--- config.mk ---
export PLATFORM = sky130hd
export DESIGN_NAME = accumulate_unit
export DESIGN_NICKNAME = d
export VERILOG_FILES = /design/src/rtl/accumulate_unit.sv
export SDC_FILE = /design/constraint.sdc
export NUM_CORES = 1
export LEC_CHECK = 0
export ABC_AREA = 1
export CAP_MARGIN = 20
export CORE_MARGIN = 2
export CORE_UTILIZATION = 37
export DETAILED_ROUTE_END_ITERATION = 12
export GPL_TIMING_DRIVEN = 0
export PLACE_DENSITY = 0.76
export SYNTH_ARGS = -nofsm -noshare
export SYNTH_HDL_FRONTEND = slang
export SYNTH_SLANG_ARGS = --single-unit
--- constraint.sdc ---
create_clock -name Clk -period 1.4 [get_ports Clk]
set_input_delay 0.14 -clock Clk [delete_from_list [all_inputs] [get_ports Clk]]
set_output_delay 0.14 -clock Clk [all_outputs]
set_load 0.005 [all_outputs]
--- src/rtl/accumulate_unit.sv ---
// rtl/accumulate_unit.sv - operand/accumulator stage feeding an external carry-select adder
//
// Purpose: holds accumulator A and operand B, presents them to an external
// combinational adder, and captures the adder result back into A exactly
// once per Run press (Run held for any length still gives one add).
//
// Optional feature macro: ACCUM_SUB_EN (adds the subtract mode selected by Sub).
//
// Ports:
//   Clk     in   clock, rising edge
//   Reset   in   synchronous active-high reset
//   Run     in   debounced button, starts one accumulate
//   LoadB   in   capture SW into B (IDLE only)
//   ClearA  in   zero A, C and V (IDLE only, blocks Run that cycle)
//   Sub     in   subtract select (used only with ACCUM_SUB_EN)
//   SW      in   WIDTH-bit switch operand
//   S       in   WIDTH-bit sum from the adder
//   Cout    in   carry out from the adder
//   A_out   out  accumulator register
//   B_out   out  operand to adder B (inverted in subtract mode)
//   Cin     out  carry-in to adder
//   C       out  registered carry of last accumulate
//   V       out  registered signed overflow of last accumulate
//   Busy    out  high whenever the FSM is not in IDLE

module accumulate_unit #(
    parameter int WIDTH = 16
) (
    input  logic             Clk,
    input  logic             Reset,
    input  logic             Run,
    input  logic             LoadB,
    input  logic             ClearA,
    input  logic             Sub,
    input  logic [WIDTH-1:0] SW,
    input  logic [WIDTH-1:0] S,
    input  logic             Cout,
    output logic [WIDTH-1:0] A_out,
    output logic [WIDTH-1:0] B_out,
    output logic             Cin,
    output logic             C,
    output logic             V,
    output logic             Busy
);

    typedef enum logic [1:0] {
        ST_IDLE = 2'd0,
        ST_ADD  = 2'd1,
        ST_HOLD = 2'd2
    } state_t;

    state_t           r_state;
    state_t           w_next_state;
    logic [WIDTH-1:0] r_a;
    logic [WIDTH-1:0] r_b;
    logic             r_c;
    logic             r_v;
    logic             w_start;
    logic             w_overflow;

    // ClearA wins over Run in IDLE so a clear never races an add.
    assign w_start = (r_state == ST_IDLE) && Run && !ClearA;

    always_comb begin
        w_next_state = r_state;
        case (r_state)
            ST_IDLE: if (w_start) w_next_state = ST_ADD;
            ST_ADD:  w_next_state = ST_HOLD;
            ST_HOLD: if (!Run) w_next_state = ST_IDLE;
            default: w_next_state = ST_IDLE;
        endcase
    end

    always_ff @(posedge Clk) begin
        if (Reset) begin
            r_state <= ST_IDLE;
        end else begin
            r_state <= w_next_state;
        end
    end

`ifdef ACCUM_SUB_EN
    logic r_sub;

    // Mode is frozen on entry to ADD so B_out/Cin cannot move mid-add.
    always_ff @(posedge Clk) begin
        if (Reset) begin
            r_sub <= 1'b0;
        end else if (w_start) begin
            r_sub <= Sub;
        end
    end

    assign B_out = r_sub ? ~r_b : r_b;
    assign Cin   = r_sub;
`else
    logic w_unused_sub;
    assign w_unused_sub = Sub;
    assign B_out        = r_b;
    assign Cin          = 1'b0;
`endif

    // Signed overflow: operands agree in sign but the sum does not.
    assign w_overflow = (r_a[WIDTH-1] == B_out[WIDTH-1]) && (S[WIDTH-1] != r_a[WIDTH-1]);

    always_ff @(posedge Clk) begin
        if (Reset) begin
            r_a <= '0;
            r_b <= '0;
            r_c <= 1'b0;
            r_v <= 1'b0;
        end else begin
            if (r_state == ST_IDLE) begin
                if (LoadB) begin
                    r_b <= SW;
                end
                if (ClearA) begin
                    r_a <= '0;
                    r_c <= 1'b0;
                    r_v <= 1'b0;
                end
            end
            if (r_state == ST_ADD) begin
                r_a <= S;
                r_c <= Cout;
                r_v <= w_overflow;
            end
        end
    end

    assign A_out = r_a;
    assign C     = r_c;
    assign V     = r_v;
    assign Busy  = (r_state != ST_IDLE);

endmodule

== Yosys cells after proc, flatten, opt, wreduce, memory -nomap -nowiden ==
Cells that the tools add are included.

* Output and inout port bits: 36
* Logic and storage cells: 32
* Register bits: 36

* Multiplexer cells: 10
* Reductions and logical operators: 11
* Eq/ne operators: 6

{| class="wikitable"
|+ Operators with widths
! operator !! count
|-
| $mux 16 || 3
|-
| $pmux 2 s3 || 1
|-
| $reduce_and 2->1 || 3
|-
| $reduce_bool 2->1 || 3
|-
| $mux 1 || 4
|-
| $mux 2 || 2
|-
| $ne 2x2->1 const B || 2
|-
| $logic_and 1x1->1 || 3
|-
| $eq 2x1->1 const B || 1
|-
| $eq 2x2->1 const B || 1
|-
| $logic_not 2->1 || 1
|-
| $eq 1x1->1 || 1
|-
| $logic_not 1->1 || 1
|-
| $ne 1x1->1 || 1
|}

== Depth between registers and ports, before layout ==
Gate-level depths: netlist of the first run.

* Word-level depth: 5
* Gate-level depth with buffers: 6
* Depth with buffers taken out: 5

== Worst setup path before layout of the first run ==
Ideal clock, no wire load.

* Path kind: register -> register
* Start: register r_state[0]
* End: register r_b[0], in the netlist B_out[0]
* Setup slack: 382 ps
* Data required time: 1265 ps
* Cell stages (with the launch flop): 7
* Setup time: 135 ps
* Arrival time: 882 ps
* Cell sequence: dfxtp_1 -> inv_2 -> nand3_4 -> clkinv_2 -> buf_6 -> nand2_1 -> a21oi_1

* Cells in the longest elaborated chain, start to end: 2

{| class="wikitable"
|+ Ends and longest elaborated chain
! element !! line !! source
|-
| start: declaration || 52 || <nowiki>state_t r_state;</nowiki>
|-
| start signal: assignment || 78 || <nowiki>r_state <= w_next_state;</nowiki>
|-
| $logic_not 2->1 || 113 || <nowiki>if (r_state == ST_IDLE) begin</nowiki>
|-
| $reduce_and 2->1 (no line) || n/a ||
|-
| end signal: assignment || 109 || <nowiki>r_b <= '0;</nowiki>
|-
| end signal: assignment || 115 || <nowiki>r_b <= SW;</nowiki>
|-
| end: declaration || 55 || <nowiki>logic [WIDTH-1:0] r_b;</nowiki>
|}

No other way between the ends.
A chain may end at the register's enable or synchronous reset.

== Worst setup path in the final report of the first run ==
* Start: register r_b[0], in the netlist B_out[0]
* End: output B_out[0]

{| class="wikitable"
|+ RTL lines
! element !! line !! source
|-
| end: declaration || 39 || <nowiki>output logic [WIDTH-1:0] B_out,</nowiki>
|}

No word-level cell between the ends.

==> results of run 1 <==
-- area by class of cell --
cell class | count | area (um^2) | area share [%]
plain buffers | 9 | 65.06 | 2.971
clock buffers | 8 | 58.81 | 2.686
inverters | 6 | 23.77 | 1.086
multi-input cells | 116 | 524.3 | 23.94
flip-flops and latches | 36 | 725.7 | 33.14
well taps | 46 | 57.56 | 2.629
repair buffers | 74 | 734.5 | 33.54
-- logic make-up after synthesis --
| logic type | count (synthesis) |
|---|---|
| buffers and inverters | 15 |
| other | 1 |
| and+or+nand+nor | 79 |
| AOI/OAI and AO/OA | 36 |
| DFF | 36 |
-- power by group through the flow --
| stage | Clock, W | Sequential [W] | Combinational, W |
|---|---|---|---|
| after detailed placement | 0 | 0.00111 | 0.000342 |
| after CTS | 0.000589 | 0.00109 | 0.000346 |
| final | 0.000557 | 0.00109 | 0.000346 |
| after floorplan | 0 | 0.00112 | 0.000124 |
| after global routing | 0.000640 | 0.00110 | 0.000383 |
| after global placement | 0 | 0.00111 | 0.000341 |
-- timing repair --
action,4_1_cts,5_1_grt
setup buffers,2,1
hold endpoints to repair,0,0
endpoints found under the setup margin,3,3
gates resized for setup,5,2
pin swaps,0,0
gates cloned,0,0
-- registers in the layout, indices dropped and copies added, names as in the netlist --
name	flops
V	1
C	1
B_out	16
r_state	2
A_out	16
-- through the flow --
step	setup TNS [ns]	util (%)	total power (W)	cells	hold WS, ns
CTS	0	64.08	0.002025	294	0.07832
global route	0	64.60	0.002119	295	0.07806
finish	0	64.60	0.001992	295	0.08792
floorplan	0	-	0.001240	167	0.2174
detailed placement	-0.008904	61.79	0.001456	284	0.4415
global placement	-0.003009	61.79	0.001453	284	0.4336
-- metal layers --
metal	vias up	share of wire [%]	GRT usage (%)
met5	-	0	0
met4	0	0.74	6.522
met3	4	8.1	6.162
met2	47	45	26.56
met1	597	46	20.57
li1	695	-	-
-- cells in the final DEF, fill, tap and decap left out, drive strengths merged --
cell and count:
a21oi 35, nand2 72, dfxtp 36, clkinv 1
clkdlybuf4s50 69, dlygate4sd2 1, nand3 3, nor2 3
o21ai 1, clkbuf 9, nor3 1, dlymetal6s2s 1
buf 11, inv 5, conb 1
-- worst paths after layout --
path,start,to
setup / recovery,B_out[0],B_out[0]
hold / removal,Reset,B_out[10]
setup reg to reg,r_state[0],A_out[14]
hold reg to reg,A_out[2],A_out[2]
==> flow_summary.ini, run 1 <==
[logic_synthesis]
synth_xor_area_share_pct = 0
ys_warn_count = 0
synth-seq-cells = 36
async_reset_ff_share_pct = 0
synth_cells = 167
ys_seq_area_share_pct = 54.34
syn_nets = 206
synth_most_common_cell = nand2_1
syn_area_um2 = 1326
synth_edf_count = 0
synth_simple_gate_area_share_pct = 24.25
ys_types = 19
synth_top_family_by_area = simple AND/OR/NAND/NOR gates
synthTopCellsByArea = dfxtp_1 54%, nand2_1 20%, a21oi_1 12%, buf_6 2.5%, a21oi_2 1.3%
synth_top_area_share_pct = 54.34
yosys.area_share.adder_pct = 0
avgSynthCellArea_um2 = 7.942
synthMuxAreaShare_pct = 0
synth-compound-area-share_pct = 14.43
synthTopCellsByCount = 72 x nand2_1, 36 x dfxtp_1, 33 x a21oi_1
synth-main-ff-cell = dfxtp_1
synth_top_cell_by_area = dfxtp_1

[power_and_ir_drop]
power_frac_comb_pct = 17.4
p_per_area_nw_per_um2 = 909.8
pwr-share-clk_pct = 27.9
intPower_w = 0.001529
swShare_pct = 23.26
p_leak_nw = 0.8311
seqPwrFrac_pct = 54.7
peakVddDrop_uv = 755.7
p_switching_w = 0.0004634

[floorplanning]
fp-row-count = 21
die_w_um = 63.87
die_area_um2 = 4079
initial_core_util_pct = 39.13
ioPinCount = 75
fp.dieH_um = 63.87
core_um2 = 3390

[setup_path]
reg2reg_depth = 5
critPathLaunchType = register
crit_family = buffers and inverters
crit_fanout = 2
cp_slowest_stage_delay_ns = 0.51
crit_path_cell_trace = clkdlybuf4s50_1
crit_slowest_cell = clkdlybuf4s50_1
worstSetupPathDepth = 1
worst_setup_path_end_kind = output port
critPathBufInv = 1
required_ns = 1.26
ff2ff_setup_slack_ns = 0.23
cp.arrival_ns = 1.18
worst-setup-path-type = reg2out

[detailed_routing]
wl_per_cell_um = 10.53
ant_nets = 0
drt-total-wl_mm = 3.107
detailroute.via_count = 1343
viasPerCell = 4.553
first_iter_violations = 68
drc = 0
drt-pass1-iter-count = 4

[finish]
area_growth_pct = 65.09
design_area_um2 = 2190
drive_above_1_share_pct = 10.84
fin_nets = 287
fillers = 301
n_antenna_cell = 0

[sta]
fin_crit_sh_pct = 94.25
max_freq_mhz = 757.9
setup_violations = 0
maxSlewViolCount = 0
rsz0062_at_grt = no
layout_setup_ws_ns = 0.08049
tightest_slew_ns = 0.5070
finalHoldViolCount = 0
period_minus_slack_ns = 1.320
relSlewSlack_pct = 66.20
fin_skew_ns = 0.01003

[global_route]
grt_pass1_vias = 1263
grt_pass1_wl_mm = 5.402
grt_max_degree = 11
antenna_found_initial = 0
globalRouteOverflowTotal = 0
grt_usage_pct = 16.76

[clocking]
cts_tree = built
postCtsHoldBufs = 0
clock_latency_ns = 0.32
h-tree-depth = 2
numCtsBuffers = 5
clock-sinks = 36
cts_root_buf = clkbuf_4
clk_pin_slew_ns = 0.10
clockBufferDepth = 2

[job]
cap_viol_max_count = 0

[worst_hold_path]
hold_depth = 2
hold_path.class = in2reg

[placement]
portBuffers = 71
pre_cts_ws_ns = -0.008904
postPlaceCellArea_um2 = 2095
place_hpwl_mm = 2.268
gp_congestion = 0.7101

[outcome]
status = complete, no violations
Power figures use the tool's default switching activity.
==> inputs of run 2 (changes only) <==
CELL_PAD_IN_SITES_DETAIL_PLACEMENT = 0   (was unset)
CELL_PAD_IN_SITES_GLOBAL_PLACEMENT = 1   (was unset)
CORE_UTILIZATION = 25   (was 37)
PLACE_DENSITY = 0.75   (was 0.76)
==> run 2 against run 1 <==
  * Clock power increased by 22%
  * Largest power group unchanged
  * Largest cell class unchanged
  * Cell count increased by 6.8%
  * Design area increased by 0.69%
  * Via count decreased by 2.1%
  * Global-route usage decreased by 3.9 points
  * Critical endpoint is now A_out[15]
==> flow_summary.ini, run 2 (same netlist as run 1, synthesis figures left out) <==
[power_and_ir_drop]
swShare_pct = 23.54
power_frac_comb_pct = 16.1
intPower_w = 0.001614
pwr-share-clk_pct = 32.1
peakVddDrop_uv = 501.8
p_leak_nw = 0.8036
p_switching_w = 0.0004967
seqPwrFrac_pct = 51.7
p_total_w = 0.002110
p_per_area_nw_per_um2 = 957.3

[floorplanning]
die_w_um = 76.84
fp-row-count = 26
fp.dieH_um = 76.84
ioPinCount = 75
die_area_um2 = 5904
initial_core_util_pct = 25.97
core_um2 = 5107

[finish]
drive_above_1_share_pct = 9.388
mostFrequentLayoutCells = 72 x nand2_1, 70 x clkdlybuf4s50_1, 33 x dfxtp_1, 33 x a21oi_1, 5 x clkbuf_8
design_area_um2 = 2205
n_antenna_cell = 0
area_growth_pct = 66.23
fin_nets = 284
fillers = 570
layout_commonest_cell = nand2_1
postLayoutCoreUtil_pct = 43.17

[global_route]
grtUsageMet2_pct = 22.37
grtUsageMet3_pct = 4.588
grt_pass1_vias = 1361
grt_max_degree = 11
grt_busiest_layer = met2
grt.met1_usage_pct = 14.76
grt_usage_pct = 12.87
globalRouteOverflowTotal = 0
antenna_found_initial = 0
grt_pass1_wl_mm = 6.141

[detailed_routing]
viasPerCell = 4.175
wl_per_cell_um = 11.08
first_iter_violations = 27
ant_nets = 0
detailroute.via_count = 1315
drt-total-wl_mm = 3.490
drc = 0
drt-pass1-iter-count = 4

[setup_path]
critPathLaunchType = register
crit_fanout = 4
cp_slowest_stage_delay_ns = 0.53
cp.arrival_ns = 1.19
crit_slowest_cell = clkdlybuf4s50_1
critPathBufInv = 1
worst_setup_path_end_kind = output port
startpoint = A_out[15]
crit_path_cell_trace = clkdlybuf4s50_1
required_ns = 1.26
crit_family = buffers and inverters
worst-setup-path-type = reg2out
r2r_start = r_state[0]

[sta]
layout_setup_ws_ns = 0.06810
rsz0062_at_grt = no
finalHoldViolCount = 0
max_freq_mhz = 750.8
fin_crit_sh_pct = 95.14
fin_hold_ws_ns = 0.1448
setup_violations = 0
relSlewSlack_pct = 66.56
period_minus_slack_ns = 1.332
maxSlewViolCount = 0
tightest_slew_ns = 0.5015
fin_skew_ns = 0.005411

[placement]
gp_congestion = 0.6655
pre_cts_ws_ns = -0.03297
portBuffers = 71
postPlaceCellArea_um2 = 2125
place_hpwl_mm = 2.436

[worst_hold_path]
hold_path.class = in2reg
hold_path_startpoint = Reset

[job]
cap_viol_max_count = 0

[clocking]
clockBufferDepth = 2
clock_latency_ns = 0.28
clk_pin_slew_ns = 0.07
cts_root_buf = clkbuf_8
postCtsHoldBufs = 0
numCtsBuffers = 5
cts_tree = built
clock-sinks = 36
h-tree-depth = 2

[outcome]
status = complete, no violations
[run 2: cell count changes in the layout (fill, tap and decap cells not counted), sizes merged]
cell           before  now
dlymetal6s2s        1    0
clkdlybuf4s50      69   70
clkinv              1    2
buf                11    8
clkbuf              9    7
[run 2: power by group through the flow]
stage          combinational [W]  sequential, W  clock [W]
2_1_floorplan           0.000124        0.00112          0
3_3_place_gp            0.000348        0.00111          0
3_5_place_dp            0.000349        0.00111          0
4_1_cts                 0.000349        0.00109   0.000716
5_1_grt                 0.000378        0.00110   0.000764
6_report                0.000341        0.00109   0.000678
[run 2: worst register-to-register path, cell delays in order (launching register included)]
cell	delay, ns
dfxtp_2	0.34
o21ai_2	0.36
buf_6	0.21
nand2_1	0.07
a21oi_2	0.11
[run 2: repair_timing]
action                                  4_1_cts  5_1_grt
endpoints found under the setup margin        1        1
pin swaps                                     0        0
buffers inserted                              0        0
resized for setup                             3        1
[run 2: path summary, 6_finish.rpt]
check | endpoint | slack (ns) | cells after the start
hold reg to reg | A_out[13] | 0.46 | 2
setup / recovery | A_out[15] | 0.07 | 1
setup reg to reg | A_out[15] | 0.25 | 4
hold / removal | B_out[10] | 0.14 | 2
[run 2: layout make-up]
| cell class | count | area, um^2 | share of cell area (%) |
|---|---|---|---|
| Clock inverter | 1 | 5.005 | 0.2270 |
| Inverter | 6 | 23.77 | 1.078 |
| Sequential cell | 36 | 724.4 | 32.86 |
| Tap cell | 70 | 87.58 | 3.973 |
| Buffer | 9 | 65.06 | 2.951 |
| Timing Repair Buffer | 71 | 709.4 | 32.18 |
| Clock buffer | 6 | 72.57 | 3.292 |
| Multi-Input combinational cell | 116 | 516.7 | 23.44 |
[run 2: routing by layer]
metal  vias to the layer above  share of wire (%)
li1                        682                  -
met1                       587                 44
met2                        44                 47
met3                         2                8.0
met4                         0               0.54
met5                         -                  0
[run 2: metrics by stage]
step	TNS, ns	cells
finish	0	315
global placement	-0.04455	308
floorplan	0	167
global route	0	315
detailed placement	-0.2445	308
CTS	0	315
==> variant 1, RTL diff (flow settings as in run 1) <==
Add a define of `ACCUM_SUB_EN`.
--- a/src/rtl/accumulate_unit.sv
+++ b/src/rtl/accumulate_unit.sv
@@ -22,6 +22,8 @@
 //   C       out  registered carry of last accumulate
 //   V       out  registered signed overflow of last accumulate
 //   Busy    out  high whenever the FSM is not in IDLE
+
+`define ACCUM_SUB_EN
 
 module accumulate_unit #(
     parameter int WIDTH = 16
Check against the original RTL: not equivalent (Yosys sat finds a counterexample within 4 cycles, from zero or initial values and one cycle with Reset high).
==> variant 1 against run 1 <==
- synthesized cell count rose by 15%
- total power up 19%
- non-clock buffer count rose by 4
- sequential cell count grew 1
- area after synthesis is 21% higher
- sequential share of layout area shrank 3.5 points
- setup slack lost 56 ps
- first-iteration DRC count grew 19%
- sequential power increased by 4%
- routed wire length is 22% higher
- design area is 16% higher
- clock skew shrank 4.1 ps
- largest cell class unchanged
==> variant 1: results (changes against run 1) <==
inverter count 9 (was 6); Reg-to-Reg End A_out[10] (was A_out[14]); Clk Latency, worst-skew pair 280 ps (was 320 ps); Logic pwr share 21.1% (was 17.4%); Tot GR Track Use 16.09% (was 16.76%); Post-Place Worst Slack -250.9 ps (was -8.904 ps); Non-CTS buffers 87 (was 83); area taken by multi-input logic gates 784.5 um^2 (was 524.3 um^2); Cell variety after synth 21 (was 19); Post-CTS Setup Bufs 3 (was 2); Worst Tran Pin Value 472.6 ps (was 507.0 ps); clk_skew 5.957 ps (was 10.03 ps); status complete, no violations (unchanged); GR Util met2 28.36% (was 26.56%); P_leak 0.001047 uW (was 0.0008311 uW); maximum vdd drop 576.3 uV (was 755.7 uV); Detailed Place HPWL 2.750 mm (was 2.268 mm); Iteration-0 DRC Markers 81 (was 68); placed cell areas 2404 um^2 (was 2095 um^2); top cells by instance count after synthesis nand2_1 (53), dfxtp_1 (37), a21oi_1 (25) (was nand2_1 (72), dfxtp_1 (36), a21oi_1 (33)); IO Port Bufs 73 (was 71); cells on worst reg2reg path 4 (was 5); share of cells above drive strength 1 27.90% (was 10.84%); Reg2Reg Setup Slack 180 ps (was 230 ps); met3 WL 319 um (was 252 um); Resized Gates After CTS 54 (was 5); hold endpoint r_b[11] (was B_out[10]); met2 WL post-DR 1.806 mm (was 1.411 mm); Mapped Nets 231 (was 206); vias in the first global route 1457 (was 1263); register bit total from synthesis 37 (was 36); wl on met1 1.644 mm (was 1.419 mm); vias per cell 4.537 (was 4.553); Sequential Area 749.5 um^2 (was 725.7 um^2); clkbuf count 7 (was 8); mapped cell area 1610 um^2 (was 1326 um^2); first-pass GRT wire length 6.444 mm (was 5.402 mm); CTS buffer count 5 (unchanged); fill count 366 (was 301); hold_ws 147.8 ps (was 87.92 ps); Finished Layout Cells 326 (was 295); Multi-input comb cells 136 (was 116); internal power 1774 uW (was 1529 uW); met3 global-route usage 5.916% (was 6.162%); top post-synthesis cells by area dfxtp_1 (46%), nand2_1 (12%), xor2_1 (8.2%) (was dfxtp_1 (54%), nand2_1 (20%), a21oi_1 (12%)); CP max FO 5 (was 2); register area share after synthesis 46.00% (was 54.34%); clock group power 736 uW (was 557 uW); Cells after DPL 315 (was 284)
==> variant 1: changes by cell type after synthesis, moves of 2 or more <==
cell and delta:
a21oi_1 -8, a21oi_2 +8, buf_2 +2, inv_1 +3
nand2_1 -19, nand2_2 +20, xor2_1 +15
==> variant 1: worst max-delay path by stage <==
stage                     cells after the start   endpoint  startpoint  slack, ps
after floorplan                               3  B_out[10]         Cin        350
after global placement                        4  B_out[13]         Cin       -240
after detailed placement                      4  B_out[13]         Cin       -250
after CTS                                     4   B_out[3]         Cin        -10
after global routing                          4   B_out[5]         Cin        -20
final                                         4   B_out[5]         Cin         20
==> variant 1: cell families (layout without fill, tap and decap cells) <==
group                     after synthesis  count (layout)  share of synthesized area [%]
DFF                                    37              37                          46.00
buffers and inverters                  19             103                          6.682
and+or+nand+nor                        83              83                          24.16
xor gates and xnor gates               15              15                          8.159
AOI/OAI and AO/OA                      38              38                          15.00
==> variant 2, RTL diff (settings of run 1) <==
Without the edit above. The 3 states of `state_t` get a one-hot encoding in 3 bits.
--- a/src/rtl/accumulate_unit.sv
+++ b/src/rtl/accumulate_unit.sv
@@ -43,10 +43,10 @@
     output logic             Busy
 );
 
-    typedef enum logic [1:0] {
-        ST_IDLE = 2'd0,
-        ST_ADD  = 2'd1,
-        ST_HOLD = 2'd2
+    typedef enum logic [2:0] {
+        ST_IDLE = 3'b001,
+        ST_ADD  = 3'b010,
+        ST_HOLD = 3'b100
     } state_t;
 
     state_t           r_state;
Check against the original RTL: no difference found for any inputs over 10 cycles, from zero or initial values and one cycle with Reset high; not proved beyond that.
==> variant 2 against run 1 <==
- utilization shrank 1.7 points
- total power grew 19%
- area after synthesis grew 6.0%
- clock skew shrank 7.0 ps
- design area grew 5.1%
- via count grew 9.0%
- non-clock buffer count grew 1
- setup slack lost 5.5 ps
- largest cell class unchanged
- count of clock-buffer cells in the layout shrank 1
- combinational power grew 20%
- largest power group unchanged
- hold slack gained 330 ps
- sequential cell count grew 1
- global-route usage grew 1.3 points
- routed wire length grew 16%
==> variant 2: results (changes against run 1) <==
YS warnings 0 (unchanged); top post-synthesis cells by area dfxtp_1 (53%), nand3_1 (7.5%), a21oi_1 (6.8%) (was dfxtp_1 (54%), nand2_1 (20%), a21oi_1 (12%)); initial antenna violation count 0 (unchanged); Mapped Nets 212 (was 206); cells on worst reg2reg path 6 (was 5); P_leak 0.0008514 uW (was 0.0008311 uW); Reg2Reg Setup Slack 150 ps (was 230 ps); CP Data Arrival Time 1180 ps (about the same); fin nets 291 (was 287); reg-to-reg critical path startpoint r_state[2] (was r_state[0]); Detailed Place HPWL 2.550 mm (was 2.268 mm); largest net degree at the start of global routing 12 (was 11); Reg-to-Reg End r_state[0] (was A_out[14]); share of cells above drive strength 1 11.07% (was 10.84%); clock transition at the registers of the reported paths 70 ps (was 100 ps); Wirelength per Cell 12.00 um (was 10.53 um); drt pass-1 iters 4 (unchanged); IO Port Bufs 72 (was 71); Top FF cell, synth dfxtp_1 (unchanged); crit-path leading delay family buffers and inverters (unchanged); fill count 347 (was 301); max cap viols 0 (unchanged); CP max FO 4 (was 2); Post-Place Worst Slack -68.38 ps (was -8.904 ps); Crit path largest cell delay approximately 520 ps; GR Util met2 30.81% (was 26.56%); top cells by instance count after synthesis dfxtp_1 (37), nand3_1 (21), a21oi_1 (19), nand2_1 (19) (was nand2_1 (72), dfxtp_1 (36), a21oi_1 (33)); CTS buffer count 5 (unchanged); Cell variety after synth 22 (was 19); clk_skew 3.054 ps (was 10.03 ps); register area share after synthesis 52.67% (was 54.34%); worst setup path endpoint A_out[15] (was B_out[0]); gpl congestion 0.6698 (was 0.7101); # diodes 0 (unchanged); maximum vdd drop 608.7 uV (was 755.7 uV); Iteration-0 DRC Markers 97 (was 68); Tmin final 1325 ps (was 1320 ps); Clk Latency, worst-skew pair 280 ps (was 320 ps); first-pass GRT wire length 6.161 mm (was 5.402 mm); vias per cell 4.864 (was 4.553); met3 global-route usage 6.507% (was 6.162%); Tot GR Track Use 18.07% (was 16.76%); status complete, no violations (unchanged); final setup vio count 0 (unchanged); worst hold path type in2reg (unchanged); Crit. Startpoint A_out[15] (was B_out[0]); H-Tree Depth 2 (unchanged); Root Buffer clkbuf_8 (was clkbuf_4); vias in the first global route 1408 (was 1263); met1 Track Usage GR 21.38% (was 20.57%); critical path's slowest cell clkdlybuf4s50_1 (unchanged)
## variant 2: cell types whose count changed in the layout (fill, tap and decap cells not counted), moves of 5 or more
cell / change
nand2_1: -53
nor2_1: +14
a21oi_1: -14
nand3_1: +19
nor3_1: +15
clkbuf_8: +6
o21ai_0: +12
clkbuf_4: -5
## variant 2: cell type report
type | count | area, um^2 | area share (%)
multi-input combinational | 116 | 574.3 | 24.96
buffer | 11 | 63.81 | 2.773
clock buffer | 7 | 96.34 | 4.187
tap | 48 | 60.06 | 2.610
clock inverter | 1 | 5.005 | 0.2175
sequential | 37 | 744.5 | 32.35
timing repair buffer | 73 | 726.9 | 31.59
inverter | 8 | 30.03 | 1.305
## variant 2: through the flow
stage	cell area (um^2)	cells	total power [uW]
after floorplan	1406	173	1322
after global placement	2187	293	1574
after detailed placement	2187	293	1575
after CTS	2301	301	2385
after global routing	2301	301	2483
final	2301	301	2365
## variant 2: worst min-delay path by stage
stage	to	slack [ps]	depth (start not counted)	startpoint
after floorplan	r_state[1]	220	1	ClearA
after global placement	C	460	2	C
after detailed placement	A_out[5]	480	2	A_out[5]
after CTS	A_out[0]	410	3	S[0]
after global routing	A_out[8]	420	3	S[8]
final	C	420	3	Cout
## variant 2: power breakdown
part           internal [uW]  switching, uW
logic                    245            170
clock network            445            365
registers               1110           32.0
## variant 2: kinds of logic after synthesis
logic type / synth area share (%)
flops: 52.67
other cells: 0.2666
compound gates: 13.52
simple gates: 26.51
buf+inv: 7.028
## variant 2: metal layers
layer	vias to the layer above	wire, um
met2	50	1736
met5	-	0
li1	744	-
met4	0	34
met3	5	279
met1	665	1563
## variant 2: timing repair
| item | CTS | global route |
|---|---|---|
| resized for setup | 5 | 0 |
| endpoints found under the setup margin | 1 | 0 |
| buffers inserted | 1 | 0 |
